`config.mk`:
```
export PLATFORM = sky130hd
export DESIGN_NAME = led_sequence_monitor
export DESIGN_NICKNAME = d
export VERILOG_FILES = /design/src/rtl/led_seq_pkg.sv /design/src/rtl/led_onehot_decode.sv /design/src/rtl/led_sequence_monitor.sv
export SDC_FILE = /design/constraint.sdc
export NUM_CORES = 1
export LEC_CHECK = 0
export CAP_MARGIN = 20
export CORE_MARGIN = 2
export CORE_UTILIZATION = 45
export DETAILED_ROUTE_END_ITERATION = 16
export GPL_ROUTABILITY_DRIVEN = 0
export HOLD_SLACK_MARGIN = 0.08
export PLACE_DENSITY_LB_ADDON = 0.3
export SLEW_MARGIN = 15
export SYNTH_ARGS = -nofsm -noshare
export SYNTH_HDL_FRONTEND = slang
export SYNTH_SLANG_ARGS = --single-unit
```
`constraint.sdc`:
```
create_clock -name clock -period 6.9 [get_ports clock]
set_input_delay 1.035 -clock clock [delete_from_list [all_inputs] [get_ports clock]]
set_output_delay 1.035 -clock clock [all_outputs]
set_load 0.02 [all_outputs]
```
`src/rtl/led_seq_pkg.sv`:
```
// Shared types and widths for the LED sequence monitor.
// Optional error counter is enabled with LED_MON_ERR_COUNT_EN.
package led_seq_pkg;

    typedef enum logic [1:0] {
        SYNC       = 2'd0,
        ACQUIRE    = 2'd1,
        TRACK_UP   = 2'd2,
        TRACK_DOWN = 2'd3
    } mon_state_e;

    localparam int BOUNCE_CNT_W = 16;
    localparam int ERR_CNT_W    = 8;

endpackage

```
`src/rtl/led_onehot_decode.sv`:
```
// One-hot classifier for an LED bus: flags a single lit bit
// and returns its index. Purely combinational.
module led_onehot_decode #(
    parameter  int WIDTH = 8,
    localparam int PW    = $clog2(WIDTH)
) (
    input  logic [WIDTH-1:0] led,
    output logic             valid,
    output logic [PW-1:0]    idx
);

    logic [WIDTH-1:0] led_m1;

    assign led_m1 = led - 1'b1;

    // Nonzero with no second bit set means exactly one bit lit.
    always_comb begin
        valid = (led != '0) && ((led & led_m1) == '0);
        idx   = '0;
        for (int i = 0; i < WIDTH; i++) begin
            if (led[i]) begin
                idx = idx | PW'(i);
            end
        end
    end

endmodule

```
`src/rtl/led_sequence_monitor.sv`:
```
// Receive-side checker for a bouncing one-hot LED sequence.
// Define LED_MON_ERR_COUNT_EN to add the error_count output.
module led_sequence_monitor
    import led_seq_pkg::*;
#(
    parameter  int WIDTH = 8,
    localparam int PW    = $clog2(WIDTH)
) (
    input  logic                    clock,
    input  logic                    reset,
    input  logic [WIDTH-1:0]        led_in,
    input  logic                    led_valid,
    input  logic                    clear,
    output logic [PW-1:0]           position,
    output logic                    direction,
    output logic                    locked,
    output logic                    error,
    output logic                    fault_sticky,
    output logic [BOUNCE_CNT_W-1:0] bounce_count
`ifdef LED_MON_ERR_COUNT_EN
    ,
    output logic [ERR_CNT_W-1:0]    error_count
`endif
);

    mon_state_e state_q, state_d;

    logic [PW-1:0]           pos_q, pos_d;
    logic                    dir_q, dir_d;
    logic                    lock_q, lock_d;
    logic                    err_q, err_d;
    logic                    fault_q, fault_d;
    logic [BOUNCE_CNT_W-1:0] bcnt_q, bcnt_d;

    logic          smp_ok;
    logic [PW-1:0] smp_idx;

    logic          at_top;
    logic          at_bot;
    logic [PW-1:0] pos_inc;
    logic [PW-1:0] pos_dec;
    logic [PW-1:0] exp_idx;
    logic          exp_rev;
    logic          hit;
    logic          viol;

    led_onehot_decode #(
        .WIDTH (WIDTH)
    ) u_decode (
        .led   (led_in),
        .valid (smp_ok),
        .idx   (smp_idx)
    );

    assign at_top  = (pos_q == PW'(WIDTH - 1));
    assign at_bot  = (pos_q == '0);
    assign pos_inc = pos_q + 1'b1;
    assign pos_dec = pos_q - 1'b1;

    // Expected next index while tracking, folding at either end.
    always_comb begin
        exp_idx = pos_q;
        exp_rev = 1'b0;
        if (state_q == TRACK_UP) begin
            exp_idx = at_top ? pos_dec : pos_inc;
            exp_rev = at_top;
        end else if (state_q == TRACK_DOWN) begin
            exp_idx = at_bot ? pos_inc : pos_dec;
            exp_rev = at_bot;
        end
    end

    assign hit = smp_ok && (smp_idx == exp_idx);

    always_comb begin
        state_d = state_q;
        pos_d   = pos_q;
        bcnt_d  = bcnt_q;
        viol    = 1'b0;
        if (led_valid) begin
            unique case (state_q)
                SYNC: begin
                    if (smp_ok) begin
                        pos_d   = smp_idx;
                        state_d = ACQUIRE;
                    end
                end
                ACQUIRE: begin
                    if (!smp_ok) begin
                        state_d = SYNC;
                    end else begin
                        pos_d = smp_idx;
                        if (!at_top && smp_idx == pos_inc) begin
                            state_d = TRACK_UP;
                        end else if (!at_bot && smp_idx == pos_dec) begin
                            state_d = TRACK_DOWN;
                        end
                    end
                end
                TRACK_UP, TRACK_DOWN: begin
                    if (hit) begin
                        pos_d = smp_idx;
                        if (exp_rev) begin
                            state_d = (state_q == TRACK_UP) ?
                                      TRACK_DOWN : TRACK_UP;
                            if (bcnt_q != '1) begin
                                bcnt_d = bcnt_q + 1'b1;
                            end
                        end
                    end else begin
                        viol    = 1'b1;
                        state_d = SYNC;
                    end
                end
                default: state_d = SYNC;
            endcase
        end
    end

    // Registered status; a violation outranks a same-cycle clear.
    always_comb begin
        lock_d  = (state_d == TRACK_UP) || (state_d == TRACK_DOWN);
        dir_d   = (state_d == TRACK_DOWN);
        err_d   = viol;
        fault_d = fault_q;
        if (viol) begin
            fault_d = 1'b1;
        end else if (clear) begin
            fault_d = 1'b0;
        end
    end

    always_ff @(posedge clock) begin
        if (reset) begin
            state_q <= SYNC;
            pos_q   <= '0;
            dir_q   <= 1'b0;
            lock_q  <= 1'b0;
            err_q   <= 1'b0;
            fault_q <= 1'b0;
            bcnt_q  <= '0;
        end else begin
            state_q <= state_d;
            pos_q   <= pos_d;
            dir_q   <= dir_d;
            lock_q  <= lock_d;
            err_q   <= err_d;
            fault_q <= fault_d;
            bcnt_q  <= bcnt_d;
        end
    end

    assign position     = pos_q;
    assign direction    = dir_q;
    assign locked       = lock_q;
    assign error        = err_q;
    assign fault_sticky = fault_q;
    assign bounce_count = bcnt_q;

`ifdef LED_MON_ERR_COUNT_EN
    logic [ERR_CNT_W-1:0] ecnt_q, ecnt_d;

    always_comb begin
        ecnt_d = ecnt_q;
        if (viol && ecnt_q != '1) begin
            ecnt_d = ecnt_q + 1'b1;
        end
    end

    always_ff @(posedge clock) begin
        if (reset) begin
            ecnt_q <= '0;
        end else begin
            ecnt_q <= ecnt_d;
        end
    end

    assign error_count = ecnt_q;
`endif

endmodule

```
==> results of run 1 <==
## flip-flops by register name, indices dropped and copies added (netlist names)
| signal | cells |
|---|---|
| position | 3 |
| direction | 1 |
| locked | 1 |
| error | 1 |
| fault_sticky | 1 |
| bounce_count | 16 |
| state_q | 2 |
## cell type report
class	count	area, µm²	area share, %
Clock buffer	3	22.5	1.14
Tap cell	46	57.6	2.92
Multi-Input combinational cell	153	1020	51.5
Inverter	8	30.0	1.52
Timing Repair Buffer	34	340	17.3
Sequential cell	25	500	25.4
Clock inverter	1	5.00	0.254
## synthesized netlist by cell type, drive strengths merged, types with 2 or more instances
library cell  count
nor3              2
o21a              3
a21o              2
dfxtp            25
nand2b            2
a31oi             4
inv               8
o21ai            14
buf               7
a21oi            18
xnor2             9
nand3             9
clkbuf            4
nor4              4
or3              12
ha                5
and2              3
o31ai             4
a211oi            4
mux2i             3
and3              5
nor2             13
nand4             5
nand2            12
or4               6
## power by group through the flow
stage	clock network [mW]	logic [mW]	registers, mW
after global placement	0	0.0263	0.149
after global routing	0.0775	0.0292	0.146
after CTS	0.0702	0.0267	0.146
after floorplan	0	0.0156	0.149
after detailed placement	0	0.0265	0.149
final	0.0702	0.0267	0.146
## layer usage
metal	up-vias	routed length (µm)
met5	-	0
li1	783	-
met2	37	1510
met3	5	131
met4	0	60
met1	736	1770
## worst reg2reg max path, cell delays in order, from the launching register on
cell     delay (ps)
dfxtp_1         460
inv_1           120
ha_1            260
and3b_1         240
or3_1           310
a31oi_1         220
xnor2_1         200
nand4_2         540
or4_1           680
a21oi_1         140
## path summary, 6_finish.rpt
check	cells after the start	to	slack, ps
min	2	bounce_count[11]$_SDFFE_PP0P_	510
max	7	bounce_count[13]$_SDFFE_PP0P_	3200
min reg2reg	2	bounce_count[11]$_SDFFE_PP0P_	510
max reg2reg	9	bounce_count[13]$_SDFFE_PP0P_	3650
## per-stage QoR
| step | power (mW) | setup slack, ps |
|---|---|---|
| 3_3_place_gp | 0.175 | 2910 |
| 3_5_place_dp | 0.176 | 2860 |
| 4_1_cts | 0.243 | 3210 |
| 5_1_grt | 0.253 | 2990 |
| 6_report | 0.243 | 3200 |
| 2_1_floorplan | 0.164 | 3950 |
## cell families after synthesis
logic type	Yosys count
DFF	25
AOI/OAI and AO/OA	56
xor gates and xnor gates	10
buffers and inverters	19
and+or+nand+nor	78
muxes	3
adders and majority gates	6
==> results.ini, run 1 <==
[outcome]
outcome = finished clean

[yosys]
synthCells = 197
synth-seq-cells = 25
avgSynthCellArea_um2 = 8.12
ys_dominant_reg_cell = dfxtp_1
synth-simple-area-share_pct = 28.2
synth_compound_area_share_pct = 23.4
ys_async_sr_fraction_pct = 0
synthAdderAreaFrac_pct = 4.53
yosys.area_share.xor_xnor_pct = 5.47
yosysTopAreaCellShare_pct = 31.3
ys_top_cells_by_area = dfxtp_1, a21oi_1, xnor2_1, or3_1, ha_1
ys_types = 49
synth_top_family_by_area = simple AND/OR/NAND/NOR gates
synth_top_cell_by_area = dfxtp_1
synthesis.area_um2 = 1600
yosysSeqAreaShare_pct = 31.3
synth_nets = 214
yosysWarnings = 0
synth-edff-count = 0
synthMuxAreaShare_pct = 1.88

[layout]
num-fill-cells = 341
final_util_pct = 58.6
area_growth_pct = 23.2
drive_gt1_share_pct = 5.80
instances_no_fill = 270
antenna_cells = 0
fin_nets = 242
final_cell_mix = clkdlybuf4s50_1, dfxtp_1, a21oi_1
fin_area_um2 = 1970
final_common_cell = clkdlybuf4s50_1

[power_and_ir_drop]
ir_drop_mv = 0.0653
p_sw_share_pct = 26.1
p_sw_mw = 0.0633
power_frac_comb_pct = 11.0
powerDensity_nw_per_um2 = 123
clockPowerShare_pct = 28.9
p_seq_share_pct = 60.1
leakagePower_nw = 0.637
p_int_mw = 0.180

[floorplan]
core-area_um2 = 3360
start_util_pct = 47.6
ioPinCount = 35
rows = 21
fp.dieW_um = 63.6
dieArea_um2 = 4050
die_h_um = 63.6

[timing]
worst_hold_slack_ps = 505
post-route-period-util_pct = 53.6
slew_headroom_pct = 34.7
rsz0062_at_grt = no
setup_violations = 0
fmax_mhz = 270
finClkSkew_ps = 4.95
worstMarginPinSlew_ps = 977
finalHoldViolCount = 0
final-max-slew-violation-count = 0
layout_min_cycle_time_ps = 3700
setup_tns_ps = 0

[routing]
num_vias = 1561
ant_nets = 0
route.detailed.drc = 0
via_per_inst = 5.78
drt-initial-drc-count = 94
routedWlPerCell_um = 12.9
wl_um = 3470
detail_route.first_pass.iterations = 4

[global_routing]
antenna_found_initial = 0
grt_max_degree = 30
met3_usage_pct = 1.79
grt_overflow = 0
grt_pass1_vias = 1359
grt_util_all_layers_pct = 18.1
grt_pass1_wl_um = 6040
grtUsageMet1_pct = 26.0
grt.met2_usage_pct = 27.6
grt_busiest_layer = met2

[worst_setup_path]
path_class = input pin to flop
start_kind = input pin
crit_chain = clkdlybuf4s50_1 -> nor4_1 -> xnor2_1 -> o21a_4 -> nand4_2 -> or4_1 -> a21oi_1
crit_family = simple AND/OR/NAND/NOR gates
worst_r2r_startpoint = position[0]$_SDFFE_PP0P_
crit_path_end_kind = flop
cp_data_required_time_ps = 7160
worstPathMaxFanout = 29
timing.critical_path.buf_inv = 1
cp.arrival_ps = 3960
cp_slowest_stage_delay_ps = 680
slowest_stage = or4_1
cp-startpoint = led_in[7]

[clocking]
clock_latency_ps = 330
clkTransAtPathRegs_ps = 140
cts_buffers = 3
cts_setup_buffers = 0
root_buffer = clkbuf_4
cts.sinks = 25
cts_htree_levels = 1
holdBufCountCts = 0
clockBufferDepth = 2
cts_tree = done
ctsResizeCount = 0

[placement]
dp_cells = 266
numPortBuffers = 34
dp_hpwl_um = 2550
placed_area_um2 = 1940

[flow_run]
cap_violations = 0

[worst_hold_path]
hold_path_class = flop to flop
worstHoldStart = bounce_count[11]$_SDFFE_PP0P_

Power figures use the tool's default switching activity.
==> run 2, diff against run 1 <==
==> constraint.sdc (replaced) <==
create_clock -name clock -period 3.1 [get_ports clock]
set_input_delay 0.465 -clock clock [delete_from_list [all_inputs] [get_ports clock]]
set_output_delay 0.465 -clock clock [all_outputs]
set_load 0.02 [all_outputs]
==> results.ini, run 2 (synthesis results as in run 1) <==
[power_and_ir_drop]
finalPower_mw = 0.555
clockPowerShare_pct = 30.0
leakagePower_nw = 0.678
power_frac_comb_pct = 11.4
ir_drop_mv = 0.125
p_int_mw = 0.406
p_sw_mw = 0.148
powerDensity_nw_per_um2 = 272
p_sw_share_pct = 26.7
p_seq_share_pct = 58.6

[worst_hold_path]
hold_path_class = flop to flop

[worst_setup_path]
crit_path_end_kind = flop
timing.critical_path.buf_inv = 1
path_class = flop to flop
start_kind = flop
crit_chain = ha_1 -> ha_1 -> nor4bb_1 -> a311oi_2 -> and3_1 -> o21a_4 -> nand4_2 -> buf_12 -> or4_1 -> a21oi_1
cpMostUsedCell = ha_1
cp.arrival_ps = 3110
slowest_stage = or4_1
cp_slowest_stage_delay_ps = 500
cp_data_required_time_ps = 3380
worstPathMaxFanout = 29
crit_family = simple AND/OR/NAND/NOR gates

[clocking]
cts_tree = done
clockBufferDepth = 2
clock_latency_ps = 330
clkTransAtPathRegs_ps = 160
cts.sinks = 25
cts_htree_levels = 1
holdBufCountCts = 0
root_buffer = clkbuf_4
ctsResizeCount = 0
cts_buffers = 3
cts_setup_buffers = 0

[layout]
antenna_cells = 0
final_cell_mix = clkdlybuf4s50_1, dfxtp_1, a21oi_1
drive_gt1_share_pct = 8.66
fin_nets = 249
largest_reg_flops = 16
multiInputGateArea_um2 = 1020
area_growth_pct = 27.5
num-fill-cells = 329
final_common_cell = clkdlybuf4s50_1
regArea_um2 = 500

[floorplan]
die_h_um = 63.6
start_util_pct = 47.6
dieArea_um2 = 4050
ioPinCount = 35
core-area_um2 = 3360
rows = 21
fp.dieW_um = 63.6

[routing]
wl_um = 3530
detail_route.first_pass.iterations = 4
route.detailed.drc = 0
drt-initial-drc-count = 66
num_vias = 1565
via_per_inst = 5.65
routedWlPerCell_um = 12.8
ant_nets = 0

[global_routing]
grt_max_degree = 30
grt_pass1_vias = 1366
grt_overflow = 0
grt_pass1_wl_um = 6050
antenna_found_initial = 0
grt_util_all_layers_pct = 18.4

[timing]
worstMarginPinSlew_ps = 455
slew_headroom_pct = 69.6
final-max-slew-violation-count = 0
fmax_mhz = 353
layout_min_cycle_time_ps = 2830
setup_violations = 0
worst_hold_slack_ps = 507
post-route-period-util_pct = 91.3
setup_tns_ps = 0
setup_ws_ps = 271
rsz0062_at_grt = no
finClkSkew_ps = 4.18
finalHoldViolCount = 0

[placement]
dp_hpwl_um = 2630
place_ws_ps = 101
numPortBuffers = 34

[flow_run]
cap_violations = 0

[outcome]
outcome = finished clean

==> run 2: changes by cell type in the layout (fill, tap and decap cells not counted) <==
| cell | delta |
|---|---|
| buf_12 | +1 |
| buf_4 | +6 |
| clkinv_2 | -1 |
| inv_6 | +1 |
==> run 2: through the flow <==
step,util (%),area [µm²],std cells
after floorplan,-,1600,197
after global placement,59.7,2010,273
after detailed placement,59.7,2010,273
after CTS,60.7,2040,277
after global routing,60.7,2040,277
final,60.7,2040,277
==> run 2: worst paths after layout <==
| check | slack (ps) | cells past startpoint | end | start |
|---|---|---|---|---|
| max reg2reg | 270 | 10 | bounce_count[13]$_SDFFE_PP0P_ | position[0]$_SDFFE_PP0P_ |
| max | 270 | 10 | bounce_count[13]$_SDFFE_PP0P_ | position[0]$_SDFFE_PP0P_ |
| min reg2reg | 510 | 2 | bounce_count[11]$_SDFFE_PP0P_ | bounce_count[11]$_SDFFE_PP0P_ |
| min | 510 | 2 | bounce_count[11]$_SDFFE_PP0P_ | bounce_count[11]$_SDFFE_PP0P_ |
==> run 2: cell type report <==
| type | instances | share of cell area [%] |
|---|---|---|
| Clock buffer | 3 | 1.10 |
| Clock inverter | 1 | 0.429 |
| Inverter | 8 | 1.47 |
| Multi-Input combinational cell | 153 | 49.8 |
| Sequential cell | 25 | 24.5 |
| Tap cell | 46 | 2.82 |
| Timing Repair Buffer | 41 | 19.9 |
==> run 2: worst reg2reg max path, cell delays in order, from the launching register on <==
cell and delay, ps:
dfxtp_1 390, ha_1 230, ha_1 330, nor4bb_1 80, a311oi_2 350, and3_1 290, o21a_4 180, nand4_2 120
buf_12 190, or4_1 500, a21oi_1 140
==> run 2: per-layer routing <==
metal	vias up	track usage [%]	part of all wire, %
li1	797	-	-
met1	731	25.8	50
met2	33	28.9	45
met3	4	1.96	3.2
met4	0	6.79	1.1
met5	-	0	0
==> run 2: power by group through the flow <==
stage / registers [mW] / logic [mW] / clock network [mW]
2_1_floorplan: 0.331 / 0.0347 / 0
3_3_place_gp: 0.332 / 0.0619 / 0
3_5_place_dp: 0.332 / 0.0625 / 0
4_1_cts: 0.325 / 0.0628 / 0.168
5_1_grt: 0.326 / 0.0689 / 0.189
6_report: 0.325 / 0.0630 / 0.166
==> run 3, diff against run 2 <==
==> constraint.sdc (replaced) <==
create_clock -name clock -period 3.61 [get_ports clock]
set_input_delay 0.5415 -clock clock [delete_from_list [all_inputs] [get_ports clock]]
set_output_delay 0.5415 -clock clock [all_outputs]
set_load 0.02 [all_outputs]
==> results.ini, run 3 (synthesis results as in run 1) <==
[worst_setup_path]
worst_r2r_startpoint = position[0]$_SDFFE_PP0P_
reg2reg_depth = 10
cp-startpoint = position[0]$_SDFFE_PP0P_
start_kind = flop
reg2reg_to = bounce_count[14]$_SDFFE_PP0P_
crit_end = bounce_count[14]$_SDFFE_PP0P_
rrSetupSlack_ps = 750
cp.arrival_ps = 3140
path_class = flop to flop
cp_data_required_time_ps = 3890
crit_path_end_kind = flop
worstPathMaxFanout = 29

[global_routing]
grt_pass1_vias = 1430
grt_overflow = 0
antenna_found_initial = 0
grt_max_degree = 30
grt_util_all_layers_pct = 19.4
grt_pass1_wl_um = 6380

[floorplan]
fp.dieW_um = 63.6
ioPinCount = 35
dieArea_um2 = 4050
die_h_um = 63.6
start_util_pct = 47.6
rows = 21
core-area_um2 = 3360

[power_and_ir_drop]
ir_drop_mv = 0.140
power_frac_comb_pct = 11.3
p_sw_share_pct = 26.6
powerDensity_nw_per_um2 = 236
p_seq_share_pct = 58.9
leakagePower_nw = 0.657
clockPowerShare_pct = 29.9
p_int_mw = 0.348
p_sw_mw = 0.126

[clocking]
holdBufCountCts = 0
root_buffer = clkbuf_4
cts_setup_buffers = 0
clockBufferDepth = 2
cts_htree_levels = 1
clock_latency_ps = 340
cts_tree = done
clkTransAtPathRegs_ps = 150
cts.sinks = 25
cts_buffers = 3
ctsResizeCount = 0

[placement]
numPortBuffers = 34
placed_area_um2 = 1970
dp_hpwl_um = 2700

[layout]
drive_gt1_share_pct = 7.46
antenna_cells = 0
final_util_pct = 59.6
num-fill-cells = 333
fin_nets = 246
final_cell_mix = clkdlybuf4s50_1, dfxtp_1, a21oi_1
final_common_cell = clkdlybuf4s50_1
largest_reg_flops = 16
area_growth_pct = 25.3
fin_area_um2 = 2010

[worst_hold_path]
hold_path_class = flop to flop

[timing]
slew_headroom_pct = 65.9
setup_violations = 0
fmax_mhz = 350
finalHoldViolCount = 0
setup_tns_ps = 0
finClkSkew_ps = 6.75
final-max-slew-violation-count = 0
layout_min_cycle_time_ps = 2860
rsz0062_at_grt = no
post-route-period-util_pct = 79.1
worstMarginPinSlew_ps = 511

[routing]
num_vias = 1553
wl_um = 3680
ant_nets = 0
route.detailed.drc = 0
routedWlPerCell_um = 13.4
via_per_inst = 5.67
detail_route.first_pass.iterations = 4
drt-initial-drc-count = 82

[flow_run]
cap_violations = 0

[outcome]
outcome = finished clean

-- run 3: worst min-delay path by stage --
stage	from	end	slack (ps)	depth (start not counted)
CTS	bounce_count[11]$_SDFFE_PP0P_	bounce_count[11]$_SDFFE_PP0P_	510	2
detailed placement	bounce_count[11]$_SDFFE_PP0P_	bounce_count[11]$_SDFFE_PP0P_	490	2
floorplan	bounce_count[11]$_SDFFE_PP0P_	bounce_count[11]$_SDFFE_PP0P_	560	2
finish	bounce_count[11]$_SDFFE_PP0P_	bounce_count[11]$_SDFFE_PP0P_	510	2
global route	bounce_count[11]$_SDFFE_PP0P_	bounce_count[11]$_SDFFE_PP0P_	540	2
global placement	bounce_count[11]$_SDFFE_PP0P_	bounce_count[11]$_SDFFE_PP0P_	490	2
-- run 3: through the flow --
step	instances	power (mW)	setup WS, ps	hold slack, ps
floorplan	197	0.314	918	559
global placement	270	0.337	503	486
detailed placement	270	0.338	453	491
CTS	274	0.479	759	512
global route	274	0.499	616	539
finish	274	0.474	753	507
-- run 3: final cells by class --
| cell class | count | area, µm² | area share, % |
|---|---|---|---|
| clock inverters | 1 | 8.76 | 0.437 |
| inverters | 8 | 30.0 | 1.50 |
| well taps | 46 | 57.6 | 2.87 |
| flip-flops and latches | 25 | 500 | 25.0 |
| clock buffers | 3 | 22.5 | 1.12 |
| repair buffers | 38 | 370 | 18.5 |
| multi-input cells | 153 | 1020 | 50.7 |
-- run 3: per-layer routing --
layer	wire length, µm	part of all wire (%)	vias up	GRT usage (%)
met2	1670	45	43	31.3
met1	1800	49	710	26.9
met3	151	4.1	6	1.43
li1	-	-	794	-
met5	0	0	-	0
met4	56	1.5	0	7.61
-- run 3: power by group through the flow --
stage	Combinational [mW]	Clock, mW	Sequential [mW]
after floorplan	0.0298	0	0.284
after global placement	0.0520	0	0.285
after detailed placement	0.0528	0	0.285
after CTS	0.0530	0.147	0.279
after global routing	0.0589	0.160	0.280
final	0.0534	0.142	0.279
-- run 3: worst max-delay path, stage by stage (launching register included) --
cell and delay (ps):
dfxtp_1 440, inv_1 110, ha_1 250, and3b_1 250, or3_1 330, a31oi_1 200, xnor2_1 200, nand4_2 120
buf_4 230, or4_1 510, a21oi_1 140
